### config.mk
export PLATFORM = sky130hd
export DESIGN_NAME = port_tx_gen
export DESIGN_NICKNAME = d
export VERILOG_FILES = /design/src/rtl/port_tx_gen.sv
export SDC_FILE = /design/constraint.sdc
export NUM_CORES = 1
export LEC_CHECK = 0
export ABC_CLOCK_PERIOD_IN_PS = 2100
export CAP_MARGIN = 20
export CORE_MARGIN = 2
export CORE_UTILIZATION = 48
export DETAILED_ROUTE_END_ITERATION = 10
export MAX_ROUTING_LAYER = met4
export PLACE_DENSITY_LB_ADDON = 0.15
export SLEW_MARGIN = 25
export SYNTH_ARGS = -nofsm -noshare
export SYNTH_HDL_FRONTEND = slang
export SYNTH_SLANG_ARGS = --single-unit
### constraint.sdc
create_clock -name clk -period 2.1 [get_ports clk]
set_input_delay 0.315 -clock clk [delete_from_list [all_inputs] [get_ports clk]]
set_output_delay 0.315 -clock clk [all_outputs]
set_load 0.02 [all_outputs]
### src/rtl/port_tx_gen.sv
// Ingress transmitter for one switch port: queues source-stamped packet requests and injects them
// only while the switch ingress FIFO reports room, with an optional forced idle gap per packet.
module port_tx_gen #(
  parameter int unsigned PORT_ID    = 0,
  parameter int unsigned DEPTH      = 4,
  parameter int unsigned MIN_GAP    = 0,
  parameter int unsigned ALLOW_SELF = 0,
  parameter int unsigned CNT_WIDTH  = 16
) (
  input  logic                 clk,
  input  logic                 rst,
  input  logic                 req_valid,
  output logic                 req_ready,
  input  logic [3:0]           req_target,
  input  logic [1:0]           req_type,
  input  logic [7:0]           req_data,
  input  logic                 sw_fifo_full,
  output logic                 valid_out,
  output logic [3:0]           source_out,
  output logic [3:0]           target_out,
  output logic [1:0]           type_out,
  output logic [7:0]           data_out,
  output logic [CNT_WIDTH-1:0] sent_cnt,
  output logic [CNT_WIDTH-1:0] stall_cnt,
  output logic [CNT_WIDTH-1:0] err_cnt
);

  localparam int unsigned AW        = $clog2(DEPTH);
  localparam logic [3:0]  SelfMask  = 4'(1 << PORT_ID);
  localparam logic [3:0]  GapLoad   = 4'(MIN_GAP) - 4'd1;

  typedef enum logic [1:0] {StIdle, StHold, StSend, StGap} state_e;

  state_e state_q, state_d;
  logic [3:0]  gap_q, gap_d;
  logic        init_q;

  // Queue entry layout: {target, type, data}
  logic [13:0] mem_q [DEPTH];
  logic [AW:0] wr_ptr_q, rd_ptr_q;
  logic [AW:0] count;
  logic        q_full, q_empty;

  logic        hs, legal, push, pop;
  logic [AW:0] head_idx;
  logic [13:0] head;

  logic        valid_d;
  logic [3:0]  source_d, target_d;
  logic [1:0]  type_d;
  logic [7:0]  data_d;

  assign q_empty = (wr_ptr_q == rd_ptr_q);
  assign q_full  = (wr_ptr_q[AW] != rd_ptr_q[AW]) && (wr_ptr_q[AW-1:0] == rd_ptr_q[AW-1:0]);
  assign count   = wr_ptr_q - rd_ptr_q;

  // init_q holds req_ready low for the first cycle after reset is released.
  assign req_ready = !q_full && !init_q;
  assign hs        = req_valid && req_ready;
  assign legal     = (|req_target) && ((ALLOW_SELF != 0) || !(|(req_target & SelfMask)));
  assign push      = hs && legal;
  assign pop       = (state_q == StSend);

  // Entry that will sit at the head once this cycle's pop has taken effect.
  assign head_idx  = pop ? rd_ptr_q + (AW+1)'(1) : rd_ptr_q;
  assign head      = mem_q[head_idx[AW-1:0]];

  always_comb begin
    state_d = state_q;
    gap_d   = gap_q;
    unique case (state_q)
      StIdle: begin
        if (!q_empty) state_d = sw_fifo_full ? StHold : StSend;
      end
      StHold: begin
        if (!sw_fifo_full) state_d = StSend;
      end
      StSend: begin
        if (MIN_GAP > 0) begin
          state_d = StGap;
          gap_d   = GapLoad;
        end else if (count > (AW+1)'(1)) begin
          // Entries pushed this same cycle are not counted; they go out via IDLE.
          state_d = sw_fifo_full ? StHold : StSend;
        end else begin
          state_d = StIdle;
        end
      end
      StGap: begin
        if (gap_q != 4'd0) begin
          gap_d = gap_q - 4'd1;
        end else if (!q_empty) begin
          state_d = sw_fifo_full ? StHold : StSend;
        end else begin
          state_d = StIdle;
        end
      end
      default: state_d = StIdle;
    endcase
  end

  always_comb begin
    valid_d  = 1'b0;
    source_d = 4'd0;
    target_d = 4'd0;
    type_d   = 2'd0;
    data_d   = 8'd0;
    if (state_d == StSend) begin
      valid_d  = 1'b1;
      source_d = SelfMask;
      target_d = head[13:10];
      type_d   = head[9:8];
      data_d   = head[7:0];
    end
  end

  always_ff @(posedge clk) begin
    if (push) mem_q[wr_ptr_q[AW-1:0]] <= {req_target, req_type, req_data};
  end

  always_ff @(posedge clk) begin
    if (rst) begin
      state_q    <= StIdle;
      gap_q      <= 4'd0;
      init_q     <= 1'b1;
      wr_ptr_q   <= '0;
      rd_ptr_q   <= '0;
      valid_out  <= 1'b0;
      source_out <= 4'd0;
      target_out <= 4'd0;
      type_out   <= 2'd0;
      data_out   <= 8'd0;
      sent_cnt   <= '0;
      stall_cnt  <= '0;
      err_cnt    <= '0;
    end else begin
      state_q    <= state_d;
      gap_q      <= gap_d;
      init_q     <= 1'b0;
      valid_out  <= valid_d;
      source_out <= source_d;
      target_out <= target_d;
      type_out   <= type_d;
      data_out   <= data_d;
      if (push) wr_ptr_q <= wr_ptr_q + (AW+1)'(1);
      if (pop)  rd_ptr_q <= rd_ptr_q + (AW+1)'(1);
      // Statistics saturate rather than wrap.
      if (pop && sent_cnt != '1) sent_cnt <= sent_cnt + 1'b1;
      if (state_q == StHold && stall_cnt != '1) stall_cnt <= stall_cnt + 1'b1;
      if (hs && !legal && err_cnt != '1) err_cnt <= err_cnt + 1'b1;
    end
  end

endmodule

======== Word level (Yosys, flattened, before mapping) ========
Memories as Yosys holds them, arrays and structs flattened. A register that Yosys moved wholly into a read port is not among the register bits.
Index checks and enable logic that the tools add are counted.
cells by class
  add/subtract/negate cells ............... 7
  order comparisons ....................... 1
  equality and inequality tests ........... 10
  mux-type cells .......................... 13
  bitwise gates (word level) .............. 1
  reductions and logical operators ........ 18
operators by type and width
  operator                                                                          count
  16-bit by 1-bit adder with 16-bit output (second input constant)                  3
  16-bit inequality test (second input constant)                                    3
  2-bit 2-to-1 mux                                                                  7
  1-bit logical AND                                                                 9
  2-bit case mux with 4 select lines                                                1
  3-bit by 1-bit adder with 3-bit output (second input constant)                    2
  2-bit == test (second input constant)                                             3
  1-bit 2-to-1 mux                                                                  5
  1-bit zero test                                                                   4
  4-bit nonzero test                                                                1
  4-bit OR reduction                                                                1
  4-bit by 1-bit subtractor with 4-bit output (second input constant)               1
  3-bit == test                                                                     1
  3-bit by 1-bit greater-than comparator with 1-bit output (second input constant)  1
  3-bit subtractor                                                                  1
  2-bit by 1-bit == test with 1-bit output (second input constant)                  1
  2-bit == test                                                                     1
  2-bit zero test                                                                   1
  2-bit AND reduction                                                               1
  2-bit OR reduction                                                                1
  1-bit inequality test                                                             1
  1-bit NOT                                                                         1
word-level totals
  register bits after elaboration ......... 66
  bits in writable memories ............... 56
  output and inout bits ................... 68
  logic and storage cells ................. 62
  memories kept ........................... 1
memory list
  memory  depth  bits a word  read ports  clocked after Yosys merged registers in  write ports  line  text
  mem_q   4      14           1           1                                        1            39    logic [13:0] mem_q [DEPTH];

======== Logic depth before layout (Yosys ltp) ========
  word-level depth ........................ 8
  mapped depth ............................ 9

======== Worst setup path before layout ========
No wires, ideal clock.
  path type ............................... register -> register
  start point ............................. reg wr_ptr_q[0]
  end point ............................... reg err_cnt[13]
  library setup time ...................... 0.121 ns
  data arrival time ....................... 2.129 ns
  data required time ...................... 1.979 ns
  path slack .............................. -0.149 ns
  cell stages (with the launch flop) ...... 9
  buffers on the path ..................... 1
  cells stage by stage .................... dfxtp_1 inv_1 ha_1 and2_1 a221oi_4 o21ai_2 buf_6 nor4_1 mux2_2
between the ends
  word-level cells in the longest chain between the ends .. 7
ends and longest elaborated chain
  item                            line  text
  start: declaration              40    logic [AW:0] wr_ptr_q, rd_ptr_q;
  start signal: assignment        145   if (push) wr_ptr_q <= wr_ptr_q + (AW+1)'(1);
  2-bit == test                   54    assign q_full = (wr_ptr_q[AW] != rd_ptr_q[AW]) && (wr_ptr_q[AW-1:0] == rd_ptr_q[AW-1:0]);
  1-bit logical AND               54
  1-bit zero test                 58    assign req_ready = !q_full && !init_q;
  1-bit logical AND               58
  1-bit logical AND               59    assign hs = req_valid && req_ready;
  1-bit logical AND (2 in a row)  150   if (hs && !legal && err_cnt != '1) err_cnt <= err_cnt + 1'b1;
  end signal: assignment          150
  end: declaration                25    output logic [CNT_WIDTH-1:0] err_cnt
No other way between the ends.
A chain may end at the register's enable or synchronous reset.

======== Final worst setup path ========
  start point ............................. reg wr_ptr_q[0]
  end point ............................... reg err_cnt[14]
Same word-level chain as after synthesis.

==> flow_summary_export.csv <==
group,metric,value,unit
detailed_routing,drt_pass1_iterations,4,
run_status,status,"complete, no violations",
power,p_total,5880,uW
placed_design,io_buffers,82,
yosys,synthCells,464,
yosys,synth_top_family_by_area,"simple AND/OR/NAND/NOR gates",
yosys,avgSynthCellArea,12.0,um^2
worst_setup_path,cp_top_family,"simple AND/OR/NAND/NOR gates",
worst_setup_path,critPathMaxFanout,3,
worst_setup_path,crit_chain,"inv_2 > ha_4 > and2_4 > a221oi_4 > buf_4 > nand3_4 > or4b_1 > o211a_1",
sta,skew,0.0135,ns
floorplan,fp.dieArea,12400,um^2
floorplan,die_width,111,um
sta,finalCritPeriodShare,98.1,%
worst_setup_path,critPathArrivalTime,2.36,ns
run,cap_violations,0,
yosys,ys_seq_elements,132,
yosys,synthAdderAreaFrac,2.84,%
global_route,grt_pass1_wl,19400,um
power,power.density,787,nW/um^2
sta,layout_setup_ws,0.0394,ns
sta,hold_violations,0,
cells_and_area,mostFrequentLayoutCells,"clkdlybuf4s50_1, dfxtp_1, edfxtp_1",
cells_and_area,drive_gt1_share,17.9,%
worst_setup_path,slowest_stage,"or4b_1",
worst_setup_path,crit_buf_inv,2,
detailed_routing,wire_per_inst,15.2,um
floorplan,core_area,11400,um^2
power,leakage,0.00264,uW
clock_network,cts_buffers,17,
global_route,grt_max_degree,30,
cells_and_area,diodes,0,
yosys,synth_xor_area_share,5.96,%
sta,fin_tns_setup,0,ns
floorplan,num_io_pins,86,
power,clkPwrFrac,45.1,%
yosys,yosysSeqAreaShare,57.8,%
clock_network,clkTransAtPathRegs,0.05,ns
yosys,synth_mux_area_share,6.81,%
worst_setup_path,crit_type,"flop to flop",
global_route,first_global_vias,4048,
yosys,synth_edf_count,56,
placed_design,post-place-ws,-0.402,ns
cells_and_area,instances_no_fill,751,
global_route,antenna_found_initial,0,
worst_setup_path,max_stage_delay,0.47,ns
sta,drv_slew,0,
cells_and_area,layout_commonest_cell,"clkdlybuf4s50_1",
cells_and_area,fill_cells,886,
yosys,ys_async_sr_fraction,0,%
worst_setup_path,cp.required,2.39,ns
yosys,synth_simple_gate_area_share,17.2,%
clock_network,clk_path_buf_depth,2,
placed_design,post-dp-hpwl,7580,um
yosys,synth_compound_area_share,6.75,%
sta,fin_hold_ws,0.277,ns
placed_design,dp_cells,711,
detailed_routing,drcViolationCount,0,
detailed_routing,ant_nets,0,
yosys,ys_types,51,
power,p_comb_share,8.3,%
floorplan,num_rows,39,
power,netSwitchingPower,1280,uW
global_route,grt_overflow_total,0,
yosys,ys_warn_count,0,
yosys,synth_area,5550,um^2
power,swShare,21.8,%
power,internal-power,4590,uW
detailed_routing,wl,11400,um
global_route,grtUsageTotal,20.0,%
yosys,ys.flop_type,"dfxtp_1",
clock_network,clock_latency,0.41,ns
sta,worst_pin_slew,0.537,ns
detailed_routing,drt_iter0_markers,183,
cells_and_area,final_nets,625,
clock_network,cts_tree,"yes",
detailed_routing,viasPerCell,5.35,
sta,final.min_clock_period,2.06,ns
power,peakVddDrop,463,uV
sta,rsz0062_at_grt,"yes",
clock_network,cts_root_buf,"clkbuf_16",
sta,relSlewSlack,63.9,%
clock_network,cts_max_level,4,
floorplan,die_h,111,um
power,p_seq_share,46.6,%
worst_setup_path,critPathCaptureType,"flop",
worst_setup_path,crit_path_start_kind,"flop",
sta,setup_viol,0,
sta,fmax,0.485,GHz
placed_design,gp_congestion,0.834,
hold_path,hp-class,"input port to flop",
detailed_routing,via_count,4017,
cells_and_area,area_growth,34.8,%
floorplan,start_util,48.8,%
clock_network,clock-sinks,132,
metal layers:
| layer | up-vias | share of wire, % | global-route usage, % | routed length, um |
|---|---|---|---|---|
| li1 | 1976 | - | - | - |
| met1 | 1943 | 45 | 24.4 | 5110 |
| met2 | 90 | 51 | 32.6 | 5800 |
| met3 | 8 | 3.8 | 5.61 | 436 |
| met4 | 0 | 0.76 | 6.34 | 87 |
| met5 | - | 0 | - | 0 |
kinds of logic (layout without fill, tap and decap cells):
family | Yosys count | in the layout
AND/OR/NAND/NOR | 179 | 179
adder cells (fa/ha/maj) | 12 | 12
buffers and inverters | 29 | 170
other | 1 | 3
flip-flops | 132 | 132
AO/OA/AOI/OAI | 55 | 56
XOR/XNOR | 36 | 36
multiplexers | 20 | 20
cell usage after synthesis (all sizes together) (3+ instances only):
master	count	area (um^2)
nor2b	18	113
o211ai	3	22.5
or3	3	23.8
nor2	49	184
nand2	18	67.6
nand2b	4	25.0
a31oi	4	25.0
dfxtp	76	1520
nor4	9	56.3
a21oi	25	125
nor3	9	45.0
a211oi	5	37.5
or4	9	67.6
nand3	21	105
mux4	14	315
o31ai	7	52.6
o21ai	3	18.8
clkbuf	7	26.3
nand4	14	87.6
ha	11	138
and2	5	31.3
buf	11	75.1
and3	9	56.3
inv	11	41.3
mux2i	4	40.0
edfxtp	56	1680
and4	6	52.6
xnor2	18	165
xor2	18	165
through the flow:
stage | utilization (%) | cell area, um^2
2_1_floorplan | - | 5560
4_1_cts | 65.5 | 7440
6_report | 65.7 | 7470
5_1_grt | 65.7 | 7470
3_5_place_dp | 60.0 | 6820
3_3_place_gp | 60.0 | 6820
area by class of cell:
class | instances | area [um^2] | share of cell area (%)
repair buffers | 127 | 1230 | 16.5
clock buffers | 22 | 444 | 5.94
clock inverters | 10 | 86.3 | 1.16
multi-input cells | 306 | 2280 | 30.5
inverters | 11 | 41.3 | 0.552
well taps | 143 | 179 | 2.39
flip-flops and latches | 132 | 3210 | 42.9
path summary, 6_finish.rpt:
kind,from,end,slack [ns],cells past startpoint
setup / recovery,wr_ptr_q[0],err_cnt[14],0.04,8
hold / removal,rst,sent_cnt[3],0.28,2
setup reg to reg,wr_ptr_q[0],err_cnt[14],0.04,8
hold reg to reg,gap_q[1],gap_q[1],0.52,2
sequential cells by signal (all words and copies together) (netlist names):
| name | count |
|---|---|
| data_out | 8 |
| stall_cnt | 16 |
| gap_q | 4 |
| init_q | 1 |
| target_out | 4 |
| mem_q | 56 |
| type_out | 2 |
| wr_ptr_q | 3 |
| sent_cnt | 16 |
| err_cnt | 16 |
| rd_ptr_q | 3 |
| valid_out | 1 |
| state_q | 2 |
power groups by stage:
stage | Combinational (uW) | Clock [uW] | Sequential, uW
2_1_floorplan | 255 | 0 | 2820
3_3_place_gp | 471 | 0 | 2790
3_5_place_dp | 478 | 0 | 2790
4_1_cts | 493 | 2690 | 2740
5_1_grt | 528 | 2820 | 2740
6_report | 488 | 2650 | 2740
repair_timing:
| action | in CTS | in global routing |
|---|---|---|
| cloned | 1 | 0 |
| pin swaps | 3 | 7 |
| endpoints found under the setup margin | 21 | 32 |
| hold buffers | 0 | 0 |
| resized for setup | 10 | 4 |
| buffers inserted | 5 | 2 |
| hold endpoints to repair | 0 | 0 |
Power figures use the tool's default switching activity.
